## src/rtl/mem_port_arbiter_if.sv

```systemverilog
// Request, response and memory-macro signals shared between
// if_stage/mem_stage, the arbiter and the unified memory.
interface mem_port_arbiter_if #(
  parameter int ADDR_W = 64,
  parameter int DATA_W = 64
);
  localparam int BE_W = DATA_W / 8;

  logic              i_if_req_valid;
  logic [ADDR_W-1:0] i_if_req_addr;
  logic              o_if_req_ready;
  logic              i_if_flush;
  logic              o_if_rsp_valid;
  logic [DATA_W-1:0] o_if_rsp_data;

  logic              i_dm_req_valid;
  logic              i_dm_req_we;
  logic [BE_W-1:0]   i_dm_req_be;
  logic [ADDR_W-1:0] i_dm_req_addr;
  logic [DATA_W-1:0] i_dm_req_wdata;
  logic              o_dm_req_ready;
  logic              o_dm_rsp_valid;
  logic [DATA_W-1:0] o_dm_rsp_rdata;

  logic              o_mem_en;
  logic              o_mem_we;
  logic [BE_W-1:0]   o_mem_be;
  logic [ADDR_W-1:0] o_mem_addr;
  logic [DATA_W-1:0] o_mem_wdata;
  logic [DATA_W-1:0] i_mem_rdata;

  logic              o_busy;

  modport slave (
    input  i_if_req_valid, i_if_req_addr, i_if_flush,
    input  i_dm_req_valid, i_dm_req_we, i_dm_req_be,
    input  i_dm_req_addr, i_dm_req_wdata,
    input  i_mem_rdata,
    output o_if_req_ready, o_if_rsp_valid, o_if_rsp_data,
    output o_dm_req_ready, o_dm_rsp_valid, o_dm_rsp_rdata,
    output o_mem_en, o_mem_we, o_mem_be, o_mem_addr, o_mem_wdata,
    output o_busy
  );

  modport master (
    output i_if_req_valid, i_if_req_addr, i_if_flush,
    output i_dm_req_valid, i_dm_req_we, i_dm_req_be,
    output i_dm_req_addr, i_dm_req_wdata,
    output i_mem_rdata,
    input  o_if_req_ready, o_if_rsp_valid, o_if_rsp_data,
    input  o_dm_req_ready, o_dm_rsp_valid, o_dm_rsp_rdata,
    input  o_mem_en, o_mem_we, o_mem_be, o_mem_addr, o_mem_wdata,
    input  o_busy
  );
endinterface

```

## src/rtl/mem_port_arbiter.sv

```systemverilog
// Shares one fixed-latency single-port memory between instruction
// fetch and the data port; stale fetch responses are dropped.
module mem_port_arbiter #(
  parameter int ADDR_W     = 64,
  parameter int DATA_W     = 64,
  parameter int MEM_LAT    = 2,
  parameter int STARVE_MAX = 4
) (
  input logic              clk,
  input logic              rst,
  mem_port_arbiter_if.slave bus
);
  localparam int BE_W = DATA_W / 8;
  localparam int CNT_W = (MEM_LAT > 1) ? $clog2(MEM_LAT) : 1;
  localparam int SC_W = $clog2(STARVE_MAX + 1);
  localparam logic [SC_W-1:0] STARVE_TOP = SC_W'(STARVE_MAX);
  localparam logic [CNT_W-1:0] LAT_LOAD = CNT_W'(MEM_LAT - 1);

  typedef enum logic [1:0] {
    IDLE,
    ISSUE,
    WAIT
  } state_t;

  state_t            state_q;
  state_t            state_d;
  logic              owner_q;
  logic              we_q;
  logic [BE_W-1:0]   be_q;
  logic [ADDR_W-1:0] addr_q;
  logic [DATA_W-1:0] wdata_q;
  logic [CNT_W-1:0]  lat_q;
  logic [SC_W-1:0]   starve_q;
  logic              drop_q;

  logic              if_rsp_valid_q;
  logic [DATA_W-1:0] if_rsp_data_q;
  logic              dm_rsp_valid_q;
  logic [DATA_W-1:0] dm_rsp_rdata_q;

  logic if_win;
  logic if_grant;
  logic dm_grant;
  logic capture;
  logic flush_hit;
  logic mem_en;

  // owner_q: 0 = instruction fetch, 1 = data port
  assign if_win = bus.i_if_req_valid && !bus.i_if_flush &&
                  (!bus.i_dm_req_valid || starve_q == STARVE_TOP);

  always_comb begin
    state_d  = state_q;
    if_grant = 1'b0;
    dm_grant = 1'b0;
    capture  = 1'b0;
    unique case (state_q)
      IDLE: begin
        if (!rst) begin
          if_grant = if_win;
          dm_grant = bus.i_dm_req_valid && !if_win;
        end
        if (if_grant || dm_grant) state_d = ISSUE;
      end
      ISSUE: state_d = WAIT;
      WAIT: begin
        if (lat_q == '0) begin
          capture = 1'b1;
          state_d = IDLE;
        end
      end
      default: state_d = IDLE;
    endcase
  end

  assign flush_hit = bus.i_if_flush && !owner_q && state_q != IDLE;

  always_ff @(posedge clk) begin
    if (rst) begin
      state_q        <= IDLE;
      owner_q        <= 1'b0;
      we_q           <= 1'b0;
      be_q           <= '0;
      addr_q         <= '0;
      wdata_q        <= '0;
      lat_q          <= '0;
      starve_q       <= '0;
      drop_q         <= 1'b0;
      if_rsp_valid_q <= 1'b0;
      if_rsp_data_q  <= '0;
      dm_rsp_valid_q <= 1'b0;
      dm_rsp_rdata_q <= '0;
    end else begin
      state_q        <= state_d;
      if_rsp_valid_q <= 1'b0;
      dm_rsp_valid_q <= 1'b0;

      if (if_grant) begin
        owner_q <= 1'b0;
        we_q    <= 1'b0;
        be_q    <= '0;
        addr_q  <= bus.i_if_req_addr;
        wdata_q <= '0;
      end else if (dm_grant) begin
        owner_q <= 1'b1;
        we_q    <= bus.i_dm_req_we;
        be_q    <= bus.i_dm_req_be;
        addr_q  <= bus.i_dm_req_addr;
        wdata_q <= bus.i_dm_req_wdata;
      end

      if (state_q == ISSUE) lat_q <= LAT_LOAD;
      else if (state_q == WAIT && lat_q != '0) lat_q <= lat_q - 1'b1;

      if (if_grant) begin
        starve_q <= '0;
      end else if (dm_grant && bus.i_if_req_valid) begin
        if (starve_q != STARVE_TOP) starve_q <= starve_q + 1'b1;
      end else if (state_q == IDLE && !bus.i_if_req_valid) begin
        starve_q <= '0;
      end

      // A redirect landing on the final wait cycle still kills the pulse
      if (capture) drop_q <= 1'b0;
      else if (flush_hit) drop_q <= 1'b1;

      if (capture) begin
        if (owner_q) begin
          dm_rsp_valid_q <= 1'b1;
          dm_rsp_rdata_q <= we_q ? '0 : bus.i_mem_rdata;
        end else begin
          if_rsp_data_q  <= bus.i_mem_rdata;
          if_rsp_valid_q <= !(drop_q || flush_hit);
        end
      end
    end
  end

  assign mem_en = (state_q == ISSUE);

  assign bus.o_if_req_ready = if_grant;
  assign bus.o_dm_req_ready = dm_grant;
  assign bus.o_if_rsp_valid = if_rsp_valid_q;
  assign bus.o_if_rsp_data  = if_rsp_data_q;
  assign bus.o_dm_rsp_valid = dm_rsp_valid_q;
  assign bus.o_dm_rsp_rdata = dm_rsp_rdata_q;
  assign bus.o_mem_en       = mem_en;
  assign bus.o_mem_we       = mem_en ? we_q : 1'b0;
  assign bus.o_mem_be       = mem_en ? be_q : '0;
  assign bus.o_mem_addr     = mem_en ? addr_q : '0;
  assign bus.o_mem_wdata    = mem_en ? wdata_q : '0;
  assign bus.o_busy         = (state_q != IDLE);
endmodule

```

## src/flat_wrapper.sv

```systemverilog
// flat-port wrapper written by rule: the top's interface ports become plain ports
module mem_port_arbiter_flat 
#(
  parameter int ADDR_W     = 64,
  parameter int DATA_W     = 64,
  parameter int MEM_LAT    = 2,
  parameter int STARVE_MAX = 4
)
  (clk, rst, bus_i_if_req_valid, bus_i_if_req_addr, bus_i_if_flush, bus_i_dm_req_valid, bus_i_dm_req_we, bus_i_dm_req_be, bus_i_dm_req_addr, bus_i_dm_req_wdata, bus_i_mem_rdata, bus_o_if_req_ready, bus_o_if_rsp_valid, bus_o_if_rsp_data, bus_o_dm_req_ready, bus_o_dm_rsp_valid, bus_o_dm_rsp_rdata, bus_o_mem_en, bus_o_mem_we, bus_o_mem_be, bus_o_mem_addr, bus_o_mem_wdata, bus_o_busy);
  mem_port_arbiter_if #(.ADDR_W(ADDR_W), .DATA_W(DATA_W)) bus_i ();
  input logic clk;
  input logic rst;
  input wire logic [$bits(bus_i.i_if_req_valid)-1:0] bus_i_if_req_valid;
  input wire logic [$bits(bus_i.i_if_req_addr)-1:0] bus_i_if_req_addr;
  input wire logic [$bits(bus_i.i_if_flush)-1:0] bus_i_if_flush;
  input wire logic [$bits(bus_i.i_dm_req_valid)-1:0] bus_i_dm_req_valid;
  input wire logic [$bits(bus_i.i_dm_req_we)-1:0] bus_i_dm_req_we;
  input wire logic [$bits(bus_i.i_dm_req_be)-1:0] bus_i_dm_req_be;
  input wire logic [$bits(bus_i.i_dm_req_addr)-1:0] bus_i_dm_req_addr;
  input wire logic [$bits(bus_i.i_dm_req_wdata)-1:0] bus_i_dm_req_wdata;
  input wire logic [$bits(bus_i.i_mem_rdata)-1:0] bus_i_mem_rdata;
  output wire logic [$bits(bus_i.o_if_req_ready)-1:0] bus_o_if_req_ready;
  output wire logic [$bits(bus_i.o_if_rsp_valid)-1:0] bus_o_if_rsp_valid;
  output wire logic [$bits(bus_i.o_if_rsp_data)-1:0] bus_o_if_rsp_data;
  output wire logic [$bits(bus_i.o_dm_req_ready)-1:0] bus_o_dm_req_ready;
  output wire logic [$bits(bus_i.o_dm_rsp_valid)-1:0] bus_o_dm_rsp_valid;
  output wire logic [$bits(bus_i.o_dm_rsp_rdata)-1:0] bus_o_dm_rsp_rdata;
  output wire logic [$bits(bus_i.o_mem_en)-1:0] bus_o_mem_en;
  output wire logic [$bits(bus_i.o_mem_we)-1:0] bus_o_mem_we;
  output wire logic [$bits(bus_i.o_mem_be)-1:0] bus_o_mem_be;
  output wire logic [$bits(bus_i.o_mem_addr)-1:0] bus_o_mem_addr;
  output wire logic [$bits(bus_i.o_mem_wdata)-1:0] bus_o_mem_wdata;
  output wire logic [$bits(bus_i.o_busy)-1:0] bus_o_busy;
  assign bus_i.i_if_req_valid = bus_i_if_req_valid;
  assign bus_i.i_if_req_addr = bus_i_if_req_addr;
  assign bus_i.i_if_flush = bus_i_if_flush;
  assign bus_i.i_dm_req_valid = bus_i_dm_req_valid;
  assign bus_i.i_dm_req_we = bus_i_dm_req_we;
  assign bus_i.i_dm_req_be = bus_i_dm_req_be;
  assign bus_i.i_dm_req_addr = bus_i_dm_req_addr;
  assign bus_i.i_dm_req_wdata = bus_i_dm_req_wdata;
  assign bus_i.i_mem_rdata = bus_i_mem_rdata;
  assign bus_o_if_req_ready = bus_i.o_if_req_ready;
  assign bus_o_if_rsp_valid = bus_i.o_if_rsp_valid;
  assign bus_o_if_rsp_data = bus_i.o_if_rsp_data;
  assign bus_o_dm_req_ready = bus_i.o_dm_req_ready;
  assign bus_o_dm_rsp_valid = bus_i.o_dm_rsp_valid;
  assign bus_o_dm_rsp_rdata = bus_i.o_dm_rsp_rdata;
  assign bus_o_mem_en = bus_i.o_mem_en;
  assign bus_o_mem_we = bus_i.o_mem_we;
  assign bus_o_mem_be = bus_i.o_mem_be;
  assign bus_o_mem_addr = bus_i.o_mem_addr;
  assign bus_o_mem_wdata = bus_i.o_mem_wdata;
  assign bus_o_busy = bus_i.o_busy;
  mem_port_arbiter #(.ADDR_W(ADDR_W), .DATA_W(DATA_W), .MEM_LAT(MEM_LAT), .STARVE_MAX(STARVE_MAX)) u_core (.clk(clk), .rst(rst), .bus(bus_i));
endmodule
```

## config.mk

```make
export PLATFORM = sky130hd
export DESIGN_NAME = mem_port_arbiter_flat
export DESIGN_NICKNAME = d
export VERILOG_FILES = /design/src/rtl/mem_port_arbiter_if.sv /design/src/rtl/mem_port_arbiter.sv /design/src/flat_wrapper.sv
export SDC_FILE = /design/constraint.sdc
export NUM_CORES = 1
export LEC_CHECK = 0
export BUFFER_PORTS_ARGS = -buffer_cell sky130_fd_sc_hd__buf_2
export CAP_MARGIN = 0
export CORE_AREA = 2 2 208 210
export CTS_CLUSTER_DIAMETER = 80
export DETAILED_ROUTE_END_ITERATION = 8
export DIE_AREA = 0 0 210 212
export PLACE_DENSITY_LB_ADDON = 0.2
export SLEW_MARGIN = 5
export SYNTH_ARGS = -nofsm -noshare
export SYNTH_HDL_FRONTEND = slang
export SYNTH_SLANG_ARGS = --single-unit
```

## constraint.sdc

```tcl
create_clock -name clk -period 1.8 [get_ports clk]
set_clock_uncertainty 0.05 [all_clocks]
set_input_delay 0.18 -clock clk [delete_from_list [all_inputs] [get_ports clk]]
set_output_delay 0.18 -clock clk [all_outputs]
set_load 0.02 [all_outputs]
```

* After elaboration in Yosys (flattened, before gate mapping)
Index checks and enable logic that the tools add are counted.
** Word-level totals
- Register bits :: 275
- Input bits :: 270
- Word-level logic and storage cells :: 78
** Cells by class
- Add/subtract/negate cells :: 2
- Eq/ne operators :: 7
- Multiplexer cells :: 24
- Bitwise logic cells :: 2
- Reductions and logical operators :: 30
** Operators with widths (count)
- 2-to-1 mux 64 bit :: 5
- 2-to-1 mux 1 bit :: 12
- 2-to-1 mux 3 bit :: 3
- logical AND 1 bit :: 8
- 2-to-1 mux 8 bit :: 1
- AND reduction 2 bit :: 4
- nonzero test 2 bit :: 4
- logical NOT 1 bit :: 6
- one-hot mux 2 bit (3 select lines) :: 1
- OR reduction 2 bit :: 3
- 2-to-1 mux 2 bit :: 2
- != test 2 bit (second input constant) :: 2
- adder 3 x 1 -> 3 bit (second input constant) :: 1
- == test 3 bit (second input constant) :: 1
- logical OR 1 bit :: 3
- != test 3 bit (second input constant) :: 1
- OR reduction 3 bit :: 1
- == test 2 x 1 -> 1 bit (second input constant) :: 1
- == test 2 bit (second input constant) :: 1
- logical NOT 2 bit :: 1
- != test 2 x 1 -> 1 bit (second input constant) :: 1
- inverter 1 bit :: 2
- subtractor 1 bit (second input constant) :: 1

* Logic depth before layout (Yosys ltp)
Gate-level depths: netlist (run 1).
- Depth in word-level cells :: 11
- Gate-level depth with buffers :: 9

* Least setup slack after synthesis (run 1)
Ideal clock, no wire load.
- Path kind :: register to output
- Start point :: register u_core.state_q[0]
- End point :: output bus_o_mem_be[0]
- Arrival time :: 1534 ps
- Required time :: 1570 ps
- Slack :: 36 ps
- Stages on the path, launching flop included :: 5
- Path through :: dfxtp_1 > nor2b_1 > buf_2 > clkbuf_1 > and2_1
** On the way
- Longest elaborated chain between the ends :: 2
** RTL lines
- start: declaration :: line mem_port_arbiter.sv:25 : state_t state_q;
- start signal: assignment :: line mem_port_arbiter.sv:94 : state_q <= state_d;
- == test 2 x 1 -> 1 bit :: line mem_port_arbiter.sv:139 : assign mem_en = (state_q == ISSUE);
- via bus_o_mem_en :: line flat_wrapper.sv:28 : output wire logic [$bits(bus_i.o_mem_en)-1:0] bus_o_mem_en;
- 2-to-1 mux 8 bit :: line mem_port_arbiter.sv:149 : assign bus.o_mem_be = mem_en ? be_q : '0;
- end: declaration :: line flat_wrapper.sv:30 : output wire logic [$bits(bus_i.o_mem_be)-1:0] bus_o_mem_be;
The timed path passes the listed nets, and every way through them passes these cells.

* Worst setup path after layout (run 1)
- Start point :: register u_core.state_q[1]
- End point :: output bus_o_mem_addr[21]
** On the way
- Longest elaborated chain between the ends :: 2
** RTL lines
- == test 2 x 1 -> 1 bit :: line mem_port_arbiter.sv:139
- 2-to-1 mux 64 bit :: line mem_port_arbiter.sv:150 : assign bus.o_mem_addr = mem_en ? addr_q : '0;
- end: declaration :: line flat_wrapper.sv:31 : output wire logic [$bits(bus_i.o_mem_addr)-1:0] bus_o_mem_addr;
No other way between the ends.

==> impl_metrics.toml, run 1 <==
[outcome]
status = "complete, but fails checks"
violations = "negative setup slack"

[power]
seq_power_share_pct = 38.6
p_switching_mw = 4.49
p_per_area_nw_per_um2 = 793
power_frac_clock_pct = 41.8
p_int_mw = 12.4
switching_share_pct = 26.6
p_leak_nw = 9.11
vdd_drop_max_mv = 0.483
pwr-share-comb_pct = 19.6
power_mw = 16.9

[job]
drv_cap = 0

[route]
dr.pass1.iters = 6
avgRoutedWirePerCell_um = 20.3
vias = 12755
drtAntennaViolNets = 0
finalWirelength_mm = 53.1
viasPerCell = 4.88
drtIter0Drc = 715
drc = 0

[cells_and_area]
layout-drive-gt1-share_pct = 47.8
final_cells = 2616
final_common_cell = "buf_2"
fill_cells = 3822
multiInputGateArea_sq_um = 6120
synthToLayoutAreaGrowth_pct = 95.0
final_cell_mix = "buf_2, nand2_1, dfxtp_1, dlygate4sd3_1, buf_6"
final-seq-area_sq_um = 5510
finalNetCount = 2318

[timing]
whs_ns = 0.0337
max_freq_ghz = 0.483
max-slew-margin-rel_pct = 71.3
worst_slew_pin_slew_ns = 0.431
post-route-period-util_pct = 115
period_minus_slack_ns = 2.07
setup_violations = 174
rsz0062_at_grt = "yes"
fin_setup_tns_ns = -28.39
finalHoldViolations = 0
drv_slew = 0
layout_setup_ws_ns = -0.270

[global_route]
grt_pass1_wl_mm = 67.7
track_usage_pct = 19.4
antenna_found_initial = 3
grt_pass1_vias = 12240
overflow = 0
grt_max_degree = 77

[placed_design]
place.gp.congestion = 0.816
portBuffers = 540
dpl_worst_slack_ns = -0.00920
dp.cells = 2278
dp_hpwl_mm = 30.0

[clocking]
cts_buffer_depth = 3
clockRootBuffer = "clkbuf_16"
clock-sinks = 275
clock_latency_ns = 0.53
clkTransAtPathRegs_ns = 0.06
cts.htree.levels = 2
cts_buffers = 34
cts_tree = "yes"

[logic_synthesis]
ys_seq_elements = 275
syn_nets = 1519
seq_area_frac_synth_pct = 50.5
synth_cell_types = 34
yosys_warnings = 0
synth_area_sq_um = 10900
netlist_instances = 1247
avgSynthCellArea_sq_um = 8.75

[worst_setup_path]
max_stage_delay_ns = 0.32
critPathLaunch = "u_core.state_q[1]"
path_cells = "buf_6 -> nor2b_4 -> buf_12 -> buf_6 -> buf_16 -> and2_1 -> buf_4"
crit_family = "buffers and inverters"
worstPathRequired_ns = 1.57
path_buf_inv = 5
cp_slowest_cell = "dfxtp_2"
start_kind = "flip-flop"
arrival_ns = 1.84
crit_top_cell = "buf_6"
worstSetupPathType = "reg -> out"
endpoint_kind = "output port"
crit_path_max_fanout = 11
r2r_start = "u_core.starve_q[1]"

[worst_hold_path]
hold_path_class = "in -> reg"
hold_start = "bus_i_dm_req_addr[3]"

[floorplan]
die_area_sq_um = 44500
initial_core_util_pct = 25.7
fp.dieW_um = 210
coreArea_sq_um = 42500
ioPinCount = 541
rows = 76
die_h_um = 212
## cell families after synthesis
| family | Yosys count | share of synthesized area, % |
|---|---|---|
| buffers and inverters | 121 | 4.83 |
| AO/OA/AOI/OAI | 406 | 25.4 |
| adder cells (fa/ha/maj) | 2 | 0.229 |
| flip-flops | 275 | 50.5 |
| AND/OR/NAND/NOR | 443 | 19.1 |
## worst reg2reg max path: stages (launching register included)
cell and delay (ns):
dfxtp_2 0.33, inv_2 0.05, ha_4 0.16, a21bo_4 0.21, buf_6 0.11, and2_4 0.23, buf_12 0.19, clkbuf_16 0.19
a31oi_4 0.16, o2bb2ai_1 0.08
## through the flow
stage / cell area (sq um) / utilization (%)
floorplan: 10900 / -
global placement: 14600 / 34.4
detailed placement: 14600 / 34.4
CTS: 18900 / 44.4
global route: 21300 / 50.0
finish: 21300 / 50.0
## power groups by stage
stage          registers (mW)  clock network (mW)  logic, mW
6_report                 6.52                7.05       3.30
4_1_cts                  6.49                7.22       2.49
3_3_place_gp             6.61                   0       1.84
5_1_grt                  6.54                7.46       3.48
3_5_place_dp             6.62                   0       1.85
2_1_floorplan            6.65                   0      0.876
## worst paths after layout
check / endpoint / slack [ns] / cells past startpoint
min: u_core.addr_q[3] / 0.03 / 4
max: bus_o_mem_addr[21] / -0.27 / 7
min reg2reg: u_core.bus.o_if_rsp_data[18] / 0.40 / 2
max reg2reg: u_core.addr_q[24] / -0.07 / 9
## sequential cells by signal (all words and copies together) (netlist names)
signal and count:
u_core.bus.o_dm_rsp_rdata 64, u_core.we_q 1, u_core.owner_q 1, u_core.state_q 2
u_core.addr_q 64, u_core.bus.o_if_rsp_data 64, u_core.bus.o_if_rsp_valid 1, u_core.be_q 8
u_core.starve_q 3, u_core.lat_q 1, u_core.bus.o_dm_rsp_valid 1, u_core.wdata_q 64
u_core.drop_q 1
## synth_stat cells
cell | number | share of area, %
nor3_1 | 2 | 0.092
inv_1 | 5 | 0.17
nor3b_4 | 1 | 0.17
o21ai_2 | 1 | 0.080
buf_1 | 7 | 0.24
clkbuf_1 | 62 | 2.1
nor3_2 | 1 | 0.092
nor3_4 | 1 | 0.15
and2_1 | 139 | 8.0
nand2_1 | 280 | 9.6
a22o_1 | 64 | 5.1
nor2b_1 | 5 | 0.29
a21bo_2 | 1 | 0.092
nor2_1 | 6 | 0.21
o21a_1 | 1 | 0.069
dfxtp_1 | 275 | 50
nand4_1 | 2 | 0.11
o21ai_0 | 1 | 0.046
ha_1 | 2 | 0.23
nand3_1 | 2 | 0.092
a311oi_1 | 1 | 0.080
buf_4 | 6 | 0.41
o2bb2ai_1 | 64 | 5.1
a21o_1 | 1 | 0.069
nor2_2 | 1 | 0.057
inv_2 | 1 | 0.034
a21oi_1 | 142 | 6.5
buf_2 | 40 | 1.8
a21boi_0 | 63 | 4.3
o221ai_1 | 1 | 0.080
nor3b_1 | 1 | 0.069
nand4b_1 | 1 | 0.080
a31oi_1 | 66 | 3.8
or2_2 | 1 | 0.057
## area by class of cell
type                    instances  area share, %
diodes                          2         0.0235
repair buffers                875           36.6
clock buffers                  50           4.62
well taps                     546           3.21
clock inverters                 8          0.688
inverters                       6          0.129
multi-input cells             854           28.8
flip-flops and latches        275           25.9
## metal layers
metal	share of wire (%)	track usage, %
met4	4.3	9.76
met3	7.0	5.94
met5	0	0
met2	50	33.0
met1	39	22.0
## timing repair
| item | in CTS | in global routing |
|---|---|---|
| hold buffers | 203 | 0 |
| endpoints found under the hold margin | 267 | 0 |
| endpoints found under the setup margin | 164 | 274 |
| buffers inserted | 11 | 10 |
| cloned | 8 | 47 |
| resized for setup | 252 | 361 |
| pin swaps | 36 | 109 |
(Power assumes the default switching activity.)
==> inputs of run 2 (changes only) <==
Settings changed: ABC_AREA set to 1, CELL_PAD_IN_SITES_DETAIL_PLACEMENT set to 2, CELL_PAD_IN_SITES_GLOBAL_PLACEMENT set to 2, CORE_AREA 2 2 208 210 to not set, CORE_MARGIN set to 1.5, CORE_UTILIZATION set to 22, DIE_AREA 0 0 210 212 to not set.
==> run 2 against run 1 <==
The flow still finishes with violations (negative setup slack). Non-clock buffer count is 74 higher. Via count is 21% higher. Final cell count is 24% higher. Largest power group unchanged. Sequential share of layout area is 2.9 points lower. Wire length is 60% higher. Critical endpoint is now u_core.addr_q[33]. Combinational power is 19% higher. Sequential power hardly changed. Design area is 13% higher. Clock power is 5.5% higher. Power is 6.1% higher. Register-to-register slack worse by 0.33 ns.
==> impl_metrics.toml, run 2 <==
[clocking]
clockRootBuffer = "clkbuf_16"
clock_latency_ns = 0.55
clkTransAtPathRegs_ns = 0.07
cts_tree = "yes"
cts_buffer_depth = 3
cts.htree.levels = 2
cts_buffers = 37
clock-sinks = 275

[logic_synthesis]
avgSynthCellArea_sq_um = 7.06
seq_area_frac_synth_pct = 47.3
synth_top_family_by_area = "simple AND/OR/NAND/NOR gates"
synth.most_common_cell = "nor2_1"
synthMuxAreaShare_pct = 0
syn_nets = 1922
ys_seq_elements = 275
synth_area_leaders = "dfxtp_1, nor2_1, nand2_1"
synth_top_area_share_pct = 47.3
synth_area_leader_cell = "dfxtp_1"
synthTopCellsByCount = "nor2_1, dfxtp_1, nand2_1"
netlist_instances = 1650
synth_simple_gate_area_share_pct = 24.3
synth-adder-area-share_pct = 0.215
synthFlopType = "dfxtp_1"
synth_area_sq_um = 11600
synth-xor-area-share_pct = 0.0752
yosys_warnings = 0
synth_edf_count = 0
synth_cell_types = 29
synth_compound_area_share_pct = 16.4
async_reset_ff_share_pct = 0

[floorplan]
rows = 84
fp.dieW_um = 233
die_h_um = 233
die_area_sq_um = 54300
ioPinCount = 541
initial_core_util_pct = 22.2
coreArea_sq_um = 52400

[worst_setup_path]
cp_slowest_cell = "dfxtp_2"
r2r_slack_ns = -0.40
crit_end = "u_core.addr_q[33]"
start_kind = "flip-flop"
path_cells = "inv_2 -> ha_4 -> nand2_4 -> nand2_4 -> nand2_4 -> buf_12 -> buf_12 -> buf_12 -> buf_12 -> buf_16 -> o21ai_1 -> nor2_1 -> nor2_2 -> nor2_1"
critPathLaunch = "u_core.starve_q[0]"
arrival_ns = 2.60
crit_path_max_fanout = 6
r2r_cells = 14
r2r-end = "u_core.addr_q[33]"
crit_top_cell = "buf_12"
worstPathRequired_ns = 2.20
max_stage_delay_ns = 0.35
worstSetupPathType = "reg -> reg"
r2r_start = "u_core.starve_q[0]"
endpoint_kind = "flip-flop"

[global_route]
grt_max_degree = 105
antenna_found_initial = 15
grt_pass1_wl_mm = 102
overflow = 0
grt_pass1_vias = 16814
track_usage_pct = 24.6

[placed_design]
dp_hpwl_mm = 37.6
place.gp.congestion = 0.802
portBuffers = 540
dpl_cell_area_sq_um = 15300

[cells_and_area]
synthToLayoutAreaGrowth_pct = 106
layout-drive-gt1-share_pct = 47.0
final_cell_mix = "buf_2, dfxtp_1, dlygate4sd3_1, nand2_1, inv_1"
design_area_sq_um = 24000
final_common_cell = "buf_2"
finalNetCount = 2791
fill_cells = 5631

[timing]
max-slew-margin-rel_pct = 57.5
period_minus_slack_ns = 2.20
rsz0062_at_grt = "yes"
fin_setup_tns_ns = -48.45
layout_setup_ws_ns = -0.400
finalHoldViolations = 0
post-route-period-util_pct = 122
setup_violations = 283
drv_slew = 0
max_freq_ghz = 0.454
worst_slew_pin_slew_ns = 0.638
whs_ns = 0.128

[route]
drtAntennaViolNets = 0
finalWirelength_mm = 84.8
drtIter0Drc = 546
vias = 15442
drc = 0
viasPerCell = 4.76
dr.pass1.iters = 5
avgRoutedWirePerCell_um = 26.2

[job]
drv_cap = 0

[worst_hold_path]
whs_path_depth = 5
hold_path_class = "in -> reg"

[outcome]
status = "complete, but fails checks"
violations = "negative setup slack"

[power]
p_per_area_nw_per_um2 = 747
p_leak_nw = 10.1
vdd_drop_max_mv = 0.488
run 2: cell count changes in the layout (fill, tap and decap cells not counted), sizes merged, moves of 62 or more:
cell | previous run | this run
a31oi | 66 | 0
o2bb2ai | 64 | 0
a22o | 64 | 0
dlygate4sd3 | 203 | 267
nor2 | 7 | 295
o21ai | 3 | 208
inv | 6 | 212
a21boi | 63 | 1
nand3 | 2 | 125
and2 | 139 | 0
run 2: how the worst min path moves through the flow:
| stage | end | from |
|---|---|---|
| CTS | u_core.addr_q[31] | bus_i_dm_req_addr[31] |
| global route | u_core.addr_q[0] | bus_i_dm_req_addr[0] |
| finish | u_core.addr_q[0] | bus_i_dm_req_addr[0] |
| global placement | u_core.addr_q[37] | bus_i_dm_req_addr[37] |
| detailed placement | u_core.addr_q[37] | bus_i_dm_req_addr[37] |
| floorplan | u_core.addr_q[37] | bus_i_dm_req_addr[37] |
run 2: cell type report:
class	instances	area, sq um	share of cell area (%)
timing repair inverter	2	36.3	0.151
sequential	275	5510	23.0
tap	688	861	3.59
inverter	208	802	3.35
multi-input combinational	1046	6940	29.0
clock buffer	54	1070	4.46
clock inverter	7	92.6	0.386
timing repair buffer	949	8620	36.0
antenna	14	35.0	0.146
run 2: power breakdown:
part           switching (mW)  total, mW  internal (mW)
Sequential              0.182       6.53           6.34
Clock                    3.17       7.44           4.27
Combinational            2.18       3.92           1.74
run 2: timing repair:
| item | in CTS | in global routing |
|---|---|---|
| cloned | 20 | 24 |
| gates resized for setup | 586 | 384 |
| setup endpoints to repair | 150 | 297 |
| pin swaps | 9 | 55 |
| hold endpoints to repair | 268 | 1 |
| setup buffers | 23 | 26 |
| hold buffers | 266 | 1 |
run 2: critical path, delay by kind of cell, from the launching register on:
family          cells  cell delay, ns
buf+inv             6            0.72
simple gates        6            0.72
flops               1            0.35
fa+ha+maj           1            0.16
compound gates      1            0.08
run 2: stage by stage:
stage / power, mW / setup WS [ns] / instances / utilization [%]
after detailed placement: 8.46 / -0.0185 / 2814 / 29.3
after floorplan: 7.61 / 0.0275 / 1650 / -
after CTS: 16.9 / -0.219 / 3184 / 41.7
final: 17.9 / -0.400 / 3243 / 45.7
after global placement: 8.40 / 0.0836 / 2814 / 29.3
after global routing: 18.4 / -0.429 / 3243 / 45.7
run 2: kinds of logic (layout without fill, tap and decap cells):
family	after synthesis	count (layout)
AO/OA/AOI/OAI	344	344
AND/OR/NAND/NOR	699	699
other	0	14
adder cells (fa/ha/maj)	2	2
XOR/XNOR	1	1
buffers and inverters	329	1220
flip-flops	275	275
run 2: metal layers:
metal | vias to the layer above | part of all wire [%] | track usage (%)
met5 | - | 0.014 | 0
met4 | 2 | 6.2 | 12.3
met3 | 262 | 5.3 | 7.02
met2 | 580 | 53 | 45.2
met1 | 7669 | 35 | 25.5
li1 | 6929 | - | -
